--- src/rtl/indexed_accum_bank.sv ---
// rtl/indexed_accum_bank.sv - bank of DEPTH WIDTH-bit accumulators behind valid/ready request/result handshakes
// Read-modify-write happens at the accept edge; the result sits in a single-entry output register.
module indexed_accum_bank #(
  parameter  int WIDTH = 4,
  parameter  int DEPTH = 8,
  localparam int IDXW  = $clog2(DEPTH)
) (
  input  logic             clk,
  input  logic             rst_n,
  input  logic             in_valid,
  output logic             in_ready,
  input  logic [IDXW-1:0]  in_idx,
  input  logic [1:0]       in_op,
  input  logic [WIDTH-1:0] in_data,
  output logic             out_valid,
  input  logic             out_ready,
  output logic [IDXW-1:0]  out_idx,
  output logic [WIDTH-1:0] out_data,
  output logic             out_cb,
  output logic             out_err
);

  localparam logic [1:0] OP_ADD  = 2'b00;
  localparam logic [1:0] OP_SUB  = 2'b01;
  localparam logic [1:0] OP_LOAD = 2'b10;
  localparam logic [1:0] OP_READ = 2'b11;

  logic [WIDTH-1:0] bank_q [DEPTH];
  logic             out_valid_q;
  logic [IDXW-1:0]  out_idx_q;
  logic [WIDTH-1:0] out_data_q, out_data_d;
  logic             out_cb_q, out_cb_d;
  logic             out_err_q, out_err_d;

  logic             accept;
  logic             idx_ok;
  logic [WIDTH-1:0] acc;
  logic [WIDTH:0]   sum;
  logic [WIDTH:0]   diff;
  logic             write_en;

  assign in_ready = !out_valid_q || out_ready;
  assign accept   = in_valid && in_ready;
  assign idx_ok   = {1'b0, in_idx} < (IDXW+1)'(DEPTH);

  // Explicit select loop so an out-of-range index never reads past the array.
  always_comb begin
    acc = '0;
    for (int i = 0; i < DEPTH; i++) begin
      if (in_idx == IDXW'(i)) acc = bank_q[i];
    end
  end

  assign sum  = {1'b0, acc} + {1'b0, in_data};
  assign diff = {1'b0, acc} - {1'b0, in_data};

  always_comb begin
    out_data_d = '0;
    out_cb_d   = 1'b0;
    out_err_d  = 1'b0;
    if (!idx_ok) begin
      out_err_d = 1'b1;
    end else begin
      unique case (in_op)
        OP_ADD: begin
          out_data_d = sum[WIDTH-1:0];
          out_cb_d   = sum[WIDTH];
        end
        OP_SUB: begin
          out_data_d = diff[WIDTH-1:0];
          out_cb_d   = diff[WIDTH];
        end
        OP_LOAD: out_data_d = in_data;
        OP_READ: out_data_d = acc;
        default: out_data_d = '0;
      endcase
    end
  end

  assign write_en = accept && idx_ok && (in_op != OP_READ);

  always_ff @(posedge clk or negedge rst_n) begin
    if (!rst_n) begin
      for (int i = 0; i < DEPTH; i++) bank_q[i] <= '0;
    end else if (write_en) begin
      for (int i = 0; i < DEPTH; i++) begin
        if (in_idx == IDXW'(i)) bank_q[i] <= out_data_d;
      end
    end
  end

  // A new accept overwrites the register even if the old result is being consumed this cycle.
  always_ff @(posedge clk or negedge rst_n) begin
    if (!rst_n) begin
      out_valid_q <= 1'b0;
      out_idx_q   <= '0;
      out_data_q  <= '0;
      out_cb_q    <= 1'b0;
      out_err_q   <= 1'b0;
    end else if (accept) begin
      out_valid_q <= 1'b1;
      out_idx_q   <= in_idx;
      out_data_q  <= out_data_d;
      out_cb_q    <= out_cb_d;
      out_err_q   <= out_err_d;
    end else if (out_ready) begin
      out_valid_q <= 1'b0;
    end
  end

  assign out_valid = out_valid_q;
  assign out_idx   = out_idx_q;
  assign out_data  = out_data_q;
  assign out_cb    = out_cb_q;
  assign out_err   = out_err_q;

endmodule

--- config.mk ---
export PLATFORM = sky130hd
export DESIGN_NAME = indexed_accum_bank
export DESIGN_NICKNAME = d
export VERILOG_FILES = /design/src/rtl/indexed_accum_bank.sv
export SDC_FILE = /design/constraint.sdc
export NUM_CORES = 1
export LEC_CHECK = 0
export ABC_AREA = 1
export CAP_MARGIN = 20
export CELL_PAD_IN_SITES_DETAIL_PLACEMENT = 1
export CELL_PAD_IN_SITES_GLOBAL_PLACEMENT = 2
export CORE_ASPECT_RATIO = 1.25
export CORE_UTILIZATION = 35
export CTS_CLUSTER_SIZE = 20
export DETAILED_ROUTE_END_ITERATION = 16
export PLACE_DENSITY_LB_ADDON = 0.1
export SYNTH_ARGS = -nofsm -noshare
export SYNTH_HDL_FRONTEND = slang
export SYNTH_SLANG_ARGS = --single-unit
--- constraint.sdc ---
create_clock -name clk -period 6.3 [get_ports clk]
set_clock_uncertainty 0.05 [all_clocks]
set_input_delay 0.945 -clock clk [delete_from_list [all_inputs] [get_ports clk]]
set_output_delay 0.945 -clock clk [all_outputs]
set_load 0.01 [all_outputs]
### Word-level counts from Yosys, hierarchy flattened

Cells that the tools add are included.

| word-level totals | value |
|---|---|
| memory bits (read-only) | 0 |
| latch bits | 0 |
| input port bits | 13 |
| flip-flop bits (word level) | 41 |
| output and inout bits | 11 |
| RAM bits | 0 |
| memories kept | 0 |

| cells by class | value |
|---|---|
| eq/ne operators | 11 |
| divide/modulo/power cells | 0 |
| bitwise gates (word level) | 0 |
| multiply operators | 0 |
| add/sub/neg operators | 2 |
| magnitude comparators | 0 |
| reduce and logical (&&, ||, !) cells | 15 |
| shifts and indexed selects | 0 |
| multiplexer cells | 12 |

Operator list:

| cell | number |
|---|---|
| two-way mux 4 bit | 8 |
| case mux 4 bit (4 select lines) | 1 |
| AND reduction 2 bit | 8 |
| equality test 3 bit, second input constant | 4 |
| equality test 3 x 2 -> 1 bit, second input constant | 2 |
| adder 4 x 4 -> 5 bit | 1 |
| subtractor 4 x 4 -> 5 bit | 1 |
| equality test 2 bit, second input constant | 2 |
| equality test 3 x 1 -> 1 bit, second input constant | 1 |
| logical NOT 3 bit | 1 |
| equality test 2 x 1 -> 1 bit, second input constant | 1 |
| logical AND 1 bit | 2 |
| logical NOT 2 bit | 1 |
| two-way mux 1 bit | 2 |
| != test 2 bit, second input constant | 1 |
| case mux 1 bit (2 select lines) | 1 |
| nonzero test 2 bit | 1 |
| logical NOT 1 bit | 1 |
| logical OR 1 bit | 1 |

### Depth between registers and ports, before layout

Gate-level depths: netlist (run 1).

| logic depth | value |
|---|---|
| depth after elaboration | 11 |
| depth in mapped cells | 19 |
| gate-level depth less buffers | 19 |

### Least setup slack after synthesis (run 1)

No wires, ideal clock.

| path | value |
|---|---|
| path kind | input -> register |
| start point | in in_idx[0] |
| end point | reg bank_q[11] in the netlist's numbering |
| stages | 14 |
| path slack | 3.453 ns |
| data arrival time | 2.681 ns |
| data required time | 6.133 ns |
| cells stage by stage | inv_2 nand3_1 or2_2 nand2_1 nand2_1 ha_1 inv_1 a21oi_1 o21ba_2 xor2_1 nand2_1 nand4_4 nand2_1 nand2_1 |

| on the way | value |
|---|---|
| cells in the longest elaborated chain, start to end | 11 |

RTL lines:

| element | line | text |
|---|---|---|
| from (decl) | 12 | `input logic [IDXW-1:0] in_idx,` |
| logical NOT 3 bit | 50 | `if (in_idx == IDXW'(i)) acc = bank_q[i];` |
| two-way mux 4 bit (8 in series) | 50 |  |
| subtractor 4 x 4 -> 5 bit or adder 4 x 4 -> 5 bit (tied branches) | 55, 54 |  |
| case mux 4 bit (4 select lines) | 64 | `unique case (in_op)` |
| to (signal, indexed assignment) | 87 | `if (in_idx == IDXW'(i)) bank_q[i] <= out_data_d;` |
| to (decl) | 28 | `logic [WIDTH-1:0] bank_q [DEPTH];` |

Parallel ways exist; a longest one is shown, timed or not.
A chain may end at the register's enable or synchronous reset.

### Worst setup path after layout (run 1)

| path | value |
|---|---|
| start point | in in_idx[2] |
| end point | reg bank_q[14] in the netlist's numbering |

The elaborated chain is that of the path after synthesis.

==> out/qor.csv, run 1 <==
stage;metric;value;unit
cells_and_area;drive_above_1_share;7.12;%
die;die_area;7130;µm²
worst_setup_path;slowest_stage;clkdlybuf4s50_1;
cells_and_area;mostFrequentLayoutCell;nand2_1;
run_status;status;completed;
cells_and_area;register_area;1030;µm²
place;placed_area;2690;µm²
synthesis;synth_edf_count;0;
sta;fin_hold_ws;435;ps
synthesis;ys_top_cells_by_area;dfrtp_1 (43%), nand2_1 (20%), nand3_1 (8.4%);
synthesis;syn-instance-count;323;
sta;rsz0062_at_grt;no;
min_path;hold_path_class;reg -> reg;
global_routing;track_usage;21.4;%
synthesis;ys_ff_latch;41;
global_routing;antenna_found_initial;0;
clock_tree;ctsResizeCount;0;
clock_tree;hold_buffers;0;
clock_tree;clock_latency;300;ps
die;die_w;75.8;µm
worst_setup_path;max_stage_delay;610;ps
synthesis;synth_flop_cell;dfrtp_1;
sta;period_share;60.0;%
worst_setup_path;path_class;in -> reg;
synthesis;yosysSeqAreaShare;43.1;%
clock_tree;cts.sinks;41;
worst_setup_path;cp_max_fo;9;
clock_tree;clk_pin_slew_worst_paths;80;ps
place;port_buffers;22;
place;gp_congestion;0.740;
global_routing;grt_pass1_vias;2183;
detailed_routing;num_vias;2165;
sta;worst_pin_slew;976;ps
worst_setup_path;cp_data_required_time;6430;ps
synthesis;synth_top_area_cell;dfrtp_1;
detailed_routing;first_pass_iters;4;
synthesis;ys_async_sr_fraction;100;%
cells_and_area;final_area;2810;µm²
die;die_h;94.2;µm
cells_and_area;multi_input_area;1190;µm²
die;rows;33;
power_and_ir_drop;ir_drop;144;µV
clock_tree;cts_setup_buffers;0;
synthesis;avgSynthCellArea;7.37;µm²
clock_tree;clockRootBuffer;clkbuf_8;
global_routing;grt_max_degree;42;
die;io_pins;24;
cells_and_area;layout.nets;373;
clock_tree;tritoncts;done;
worst_setup_path;critPathTopFamily;simple AND/OR/NAND/NOR gates;
sta;setup_slack;2520;ps
clock_tree;cts_buffers;5;
power_and_ir_drop;p_leak;1.48;nW
flow_run;drv_cap;0;
power_and_ir_drop;p_per_area;300;nW/µm²
sta;max_freq;264;MHz
clock_tree;clockBufferDepth;2;
place;pre_cts_ws;2230;ps
worst_setup_path;cpMostUsedCell;nand2_1;
cells_and_area;mostFrequentLayoutCells;nand2_1 (128), dfrtp_1 (41), nand3_1 (40);
worst_setup_path;crit_buf_inv;5;
sta;drv_slew;0;
synthesis;yosysUniqueCellTypes;28;
synthesis;synthDominantCellAreaShare;43.1;%
global_routing;grt_pass1_wl;11100;µm
cells_and_area;syn_to_final_growth;18.0;%
sta;setup_viol;0;
detailed_routing;wirelength;6830;µm
die;core_area;6570;µm²
cells_and_area;antenna_cells;0;
power_and_ir_drop;p_total;843;µW
place;hpwl;5100;µm
die;initial_utilization;36.2;%
cells_and_area;fillers;821;
global_routing;grt-ovfl-total;0;
sta;fin_crit;3780;ps
synthesis;synth_warnings;0;
synthesis;postSynthNetCount;346;
synthesis;netlist_area;2380;µm²
detailed_routing;viasPerCell;4.94;
sta;final.setup.tns;0;ps
detailed_routing;drtIter0Drc;58;
clock_tree;cts-htree-levels;2;
detailed_routing;wire_per_inst;15.6;µm
worst_setup_path;worstPathCellList;clkdlybuf4s50_1 -> inv_2 -> nand3_1 -> inv_1 -> nand2_1 -> inv_1 -> nor2_1 -> nand4_1 -> nand2_1 -> inv_1 -> ha_1 -> fa_1 -> xor2_1 -> nand2_1 -> nand3_1 -> nand2_1;
sta;hold_violations;0;
worst_setup_path;end_kind;flop;
worst_setup_path;critical_path_arrival;3920;ps
worst_setup_path;start_kind;primary input;
sta;slew_headroom;34.9;%
detailed_routing;drc;0;
detailed_routing;postRouteAntennaNets;0;
[synth_stat cells (3+ instances only)]
| master | instances |
|---|---|
| a21oi_1 | 10 |
| dfrtp_1 | 41 |
| ha_1 | 8 |
| inv_1 | 36 |
| inv_2 | 4 |
| nand2_1 | 128 |
| nand2_2 | 3 |
| nand3_1 | 40 |
| nand4_1 | 3 |
| nor2_1 | 19 |
| o21ai_0 | 5 |
| or2_1 | 3 |
| or2_2 | 3 |
| xor2_1 | 3 |
[per-layer routing]
layer,wire [µm],vias to the layer above,GRT usage (%),part of all wire [%]
met5,0,-,0,0
met4,115,0,5.86,1.7
met3,179,12,3.33,2.6
met2,3310,41,35.8,48
met1,3230,1036,28.0,47
li1,-,1076,-,-
[final timing paths]
kind,from,to,slack [ps],cells after the start
hold / removal,bank_q[3],bank_q[3],430,2
setup reg to reg,bank_q[28],bank_q[14],3640,12
max in group asynchronous,rst_n,bank_q[4],4850,1
hold reg to reg,bank_q[3],bank_q[3],430,2
min in group asynchronous,rst_n,bank_q[0],750,1
setup / recovery,in_idx[2],bank_q[14],2520,16
[state kept, by name (all words and copies together) (netlist names)]
| register | count |
|---|---|
| out_cb | 1 |
| out_idx | 3 |
| bank_q | 32 |
| out_data | 4 |
| out_valid | 1 |
[final cells by class]
class                      instances  area share, %
clock buffer                       5           2.45
clock inverter                     3           1.65
inverter                          40           5.35
multi-input combinational        240           42.5
sequential                        41           36.5
tap                               87           3.88
timing repair buffer              22           7.66
[worst register-to-register path: stages, from the launching register on]
cell and delay, ps:
dfrtp_1 390, inv_1 70, o211ai_1 110, nor2_1 160, nand4_1 150, nand2_1 130
inv_1 50, ha_1 210, fa_1 420, xor2_1 190, nand2_1 310, nand3_1 230
nand2_1 70
[power by group]
group	total [mW]	internal [mW]	switching, mW
Clock	0.221	0.119	0.102
Combinational	0.247	0.0972	0.150
Sequential	0.375	0.332	0.0425
[kinds of logic (layout without fill, tap and decap cells)]
kind of cell               Yosys count  after routing  synth area share, %
AOI/OAI and AO/OA                   22             22                 5.36
xor gates and xnor gates             3              3                 1.10
adders and majority gates           10             10                 5.89
buffers and inverters               42             70                 6.78
DFF                                 41             41                 43.1
other                                1              1                0.158
and+or+nand+nor                    204            204                 37.6
[per-stage QoR]
step,util [%],instances
final,42.8,438
after global routing,42.8,438
after CTS,42.8,438
after detailed placement,41.0,430
after global placement,41.0,430
after floorplan,-,323
No activity file was read; power rests on OpenSTA's default activity.
==> inputs of run 2 (changes only) <==
CORE_UTILIZATION = 33   (was 35)
clock period = 3.8 ns   (was 6.3 ns; I/O delays follow)
==> out/qor.csv, run 2 (synthesized netlist as in run 1, its figures left out) <==
stage;metric;value;unit
worst_setup_path;end_kind;flop;
worst_setup_path;r2r_cells;12;
worst_setup_path;cp_max_fo;9;
die;die_h;96.9;µm
detailed_routing;drtIter0Drc;51;
cells_and_area;final_area;2850;µm²
worst_setup_path;crit_buf_inv;5;
global_routing;antenna_found_initial;0;
clock_tree;cts.sinks;41;
die;die_area;7560;µm²
cells_and_area;mostFrequentLayoutCell;nand2_1;
detailed_routing;wirelength;7020;µm
cells_and_area;utilization;40.8;%
clock_tree;clock_latency;300;ps
clock_tree;cts_setup_buffers;0;
power_and_ir_drop;p_per_area;493;nW/µm²
worst_setup_path;slowest_stage;clkdlybuf4s50_1;
die;io_pins;24;
clock_tree;cts_buffers;5;
worst_setup_path;start_kind;primary input;
clock_tree;ctsResizeCount;0;
cells_and_area;syn_to_final_growth;19.6;%
die;core_area;6980;µm²
detailed_routing;viasPerCell;4.79;
worst_setup_path;cp_data_required_time;3940;ps
clock_tree;hold_buffers;0;
global_routing;grt-ovfl-total;0;
worst_setup_path;path_class;in -> reg;
detailed_routing;num_vias;2126;
place;gp_congestion;0.771;
cells_and_area;fillers;899;
sta;slew_headroom;66.8;%
worst_setup_path;critPathTopFamily;simple AND/OR/NAND/NOR gates;
place;hpwl;5110;µm
cells_and_area;top_register;bank_q;
cells_and_area;largest_reg_flops;32;
power_and_ir_drop;ir_drop;226;µV
detailed_routing;postRouteAntennaNets;0;
sta;final.setup.tns;0;ps
detailed_routing;wire_per_inst;15.8;µm
cells_and_area;antenna_cells;0;
sta;drv_slew;0;
die;initial_utilization;34.1;%
sta;setup_viol;0;
global_routing;grt_pass1_wl;11800;µm
detailed_routing;first_pass_iters;4;
worst_setup_path;cpMostUsedCell;nand2_1;
sta;worst_pin_slew;497;ps
clock_tree;clk_pin_slew_worst_paths;90;ps
sta;hold_violations;0;
worst_setup_path;max_stage_delay;630;ps
die;die_w;78.0;µm
sta;period_share;89.1;%
run_status;status;completed;
global_routing;grt_max_degree;42;
clock_tree;clockBufferDepth;2;
sta;max_freq;295;MHz
global_routing;grt_pass1_vias;2281;
power_and_ir_drop;p_leak;1.49;nW
sta;rsz0062_at_grt;no;
flow_run;drv_cap;0;
worst_setup_path;worstPathCellList;clkdlybuf4s50_1 -> inv_2 -> nand3_1 -> inv_1 -> nand2_1 -> inv_1 -> nor2_1 -> nand4_1 -> nand2_1 -> inv_1 -> ha_1 -> fa_1 -> xor2_1 -> nand2_1 -> nand3_1 -> nand2_1;
cells_and_area;layout.nets;376;
sta;fin_hold_ws;138;ps
die;rows;34;
cells_and_area;drive_above_1_share;7.91;%
global_routing;track_usage;20.6;%
worst_setup_path;critical_path_arrival;3530;ps
clock_tree;cts-htree-levels;2;
clock_tree;clockRootBuffer;clkbuf_8;
worst_setup_path;reg2reg_to;bank_q[10];
worst_setup_path;reg2reg_from;bank_q[24];
place;port_buffers;22;
cells_and_area;mostFrequentLayoutCells;nand2_1 (128), dfrtp_1 (41), nand3_1 (40);
min_path;hold_path_class;in -> async;
detailed_routing;drc;0;
worst_setup_path;rrSetupSlack;1200;ps
sta;fin_crit;3390;ps
place;placed_area;2710;µm²
clock_tree;tritoncts;done;
-- run 2: cell types whose count changed in the layout (fill, tap and decap cells not counted) --
cell,before,now
buf_4,0,2
buf_12,0,1
-- run 2: layout make-up --
type | count | area (µm²) | area share [%]
multi-input combinational | 240 | 1190 | 41.9
sequential | 41 | 1030 | 36.0
timing repair buffer | 25 | 250 | 8.79
inverter | 40 | 150 | 5.27
tap | 90 | 113 | 3.96
clock buffer | 5 | 68.8 | 2.42
clock inverter | 3 | 46.3 | 1.63
-- run 2: worst register-to-register path: cells and delay by family, from the launching register on --
| family | cells | cell delay, ps |
|---|---|---|
| AO/OA/AOI/OAI | 1 | 110 |
| XOR/XNOR | 1 | 170 |
| adder cells (fa/ha/maj) | 2 | 640 |
| buffers and inverters | 1 | 50 |
| flip-flops | 1 | 390 |
| AND/OR/NAND/NOR | 7 | 1100 |
-- run 2: report_power, final --
group | total, mW | internal, mW | switching (mW)
clock network | 0.365 | 0.197 | 0.169
logic | 0.414 | 0.168 | 0.246
registers | 0.625 | 0.551 | 0.0732
-- run 2: worst max-delay path by stage --
stage / to / start / depth (start not counted) / slack [ps]
after floorplan: bank_q[11] / in_idx[0] / 14 / 1330
after global placement: bank_q[30] / in_idx[0] / 14 / 110
after detailed placement: bank_q[26] / in_idx[2] / 16 / 80
after CTS: bank_q[14] / in_idx[2] / 16 / 410
after global routing: bank_q[30] / in_idx[2] / 16 / 170
final: bank_q[10] / in_idx[2] / 16 / 410
-- run 2: metal layers --
layer | vias to the layer above | GRT usage (%) | share of wire, % | wire [µm]
met5 | - | 0 | 0 | 0
met4 | 0 | 5.13 | 1.0 | 72
met3 | 6 | 2.92 | 2.5 | 177
met2 | 23 | 37.6 | 52 | 3640
met1 | 1024 | 25.0 | 45 | 3140
li1 | 1073 | - | - | -
-- run 2: metrics by stage --
stage          worst slack (ps)  total power [mW]  std cells
3_3_place_gp                109              1.04        435
5_1_grt                     169              1.51        444
6_report                    414              1.40        444
4_1_cts                     408              1.43        443
3_5_place_dp               80.3              1.05        435
2_1_floorplan              1330             0.869        323
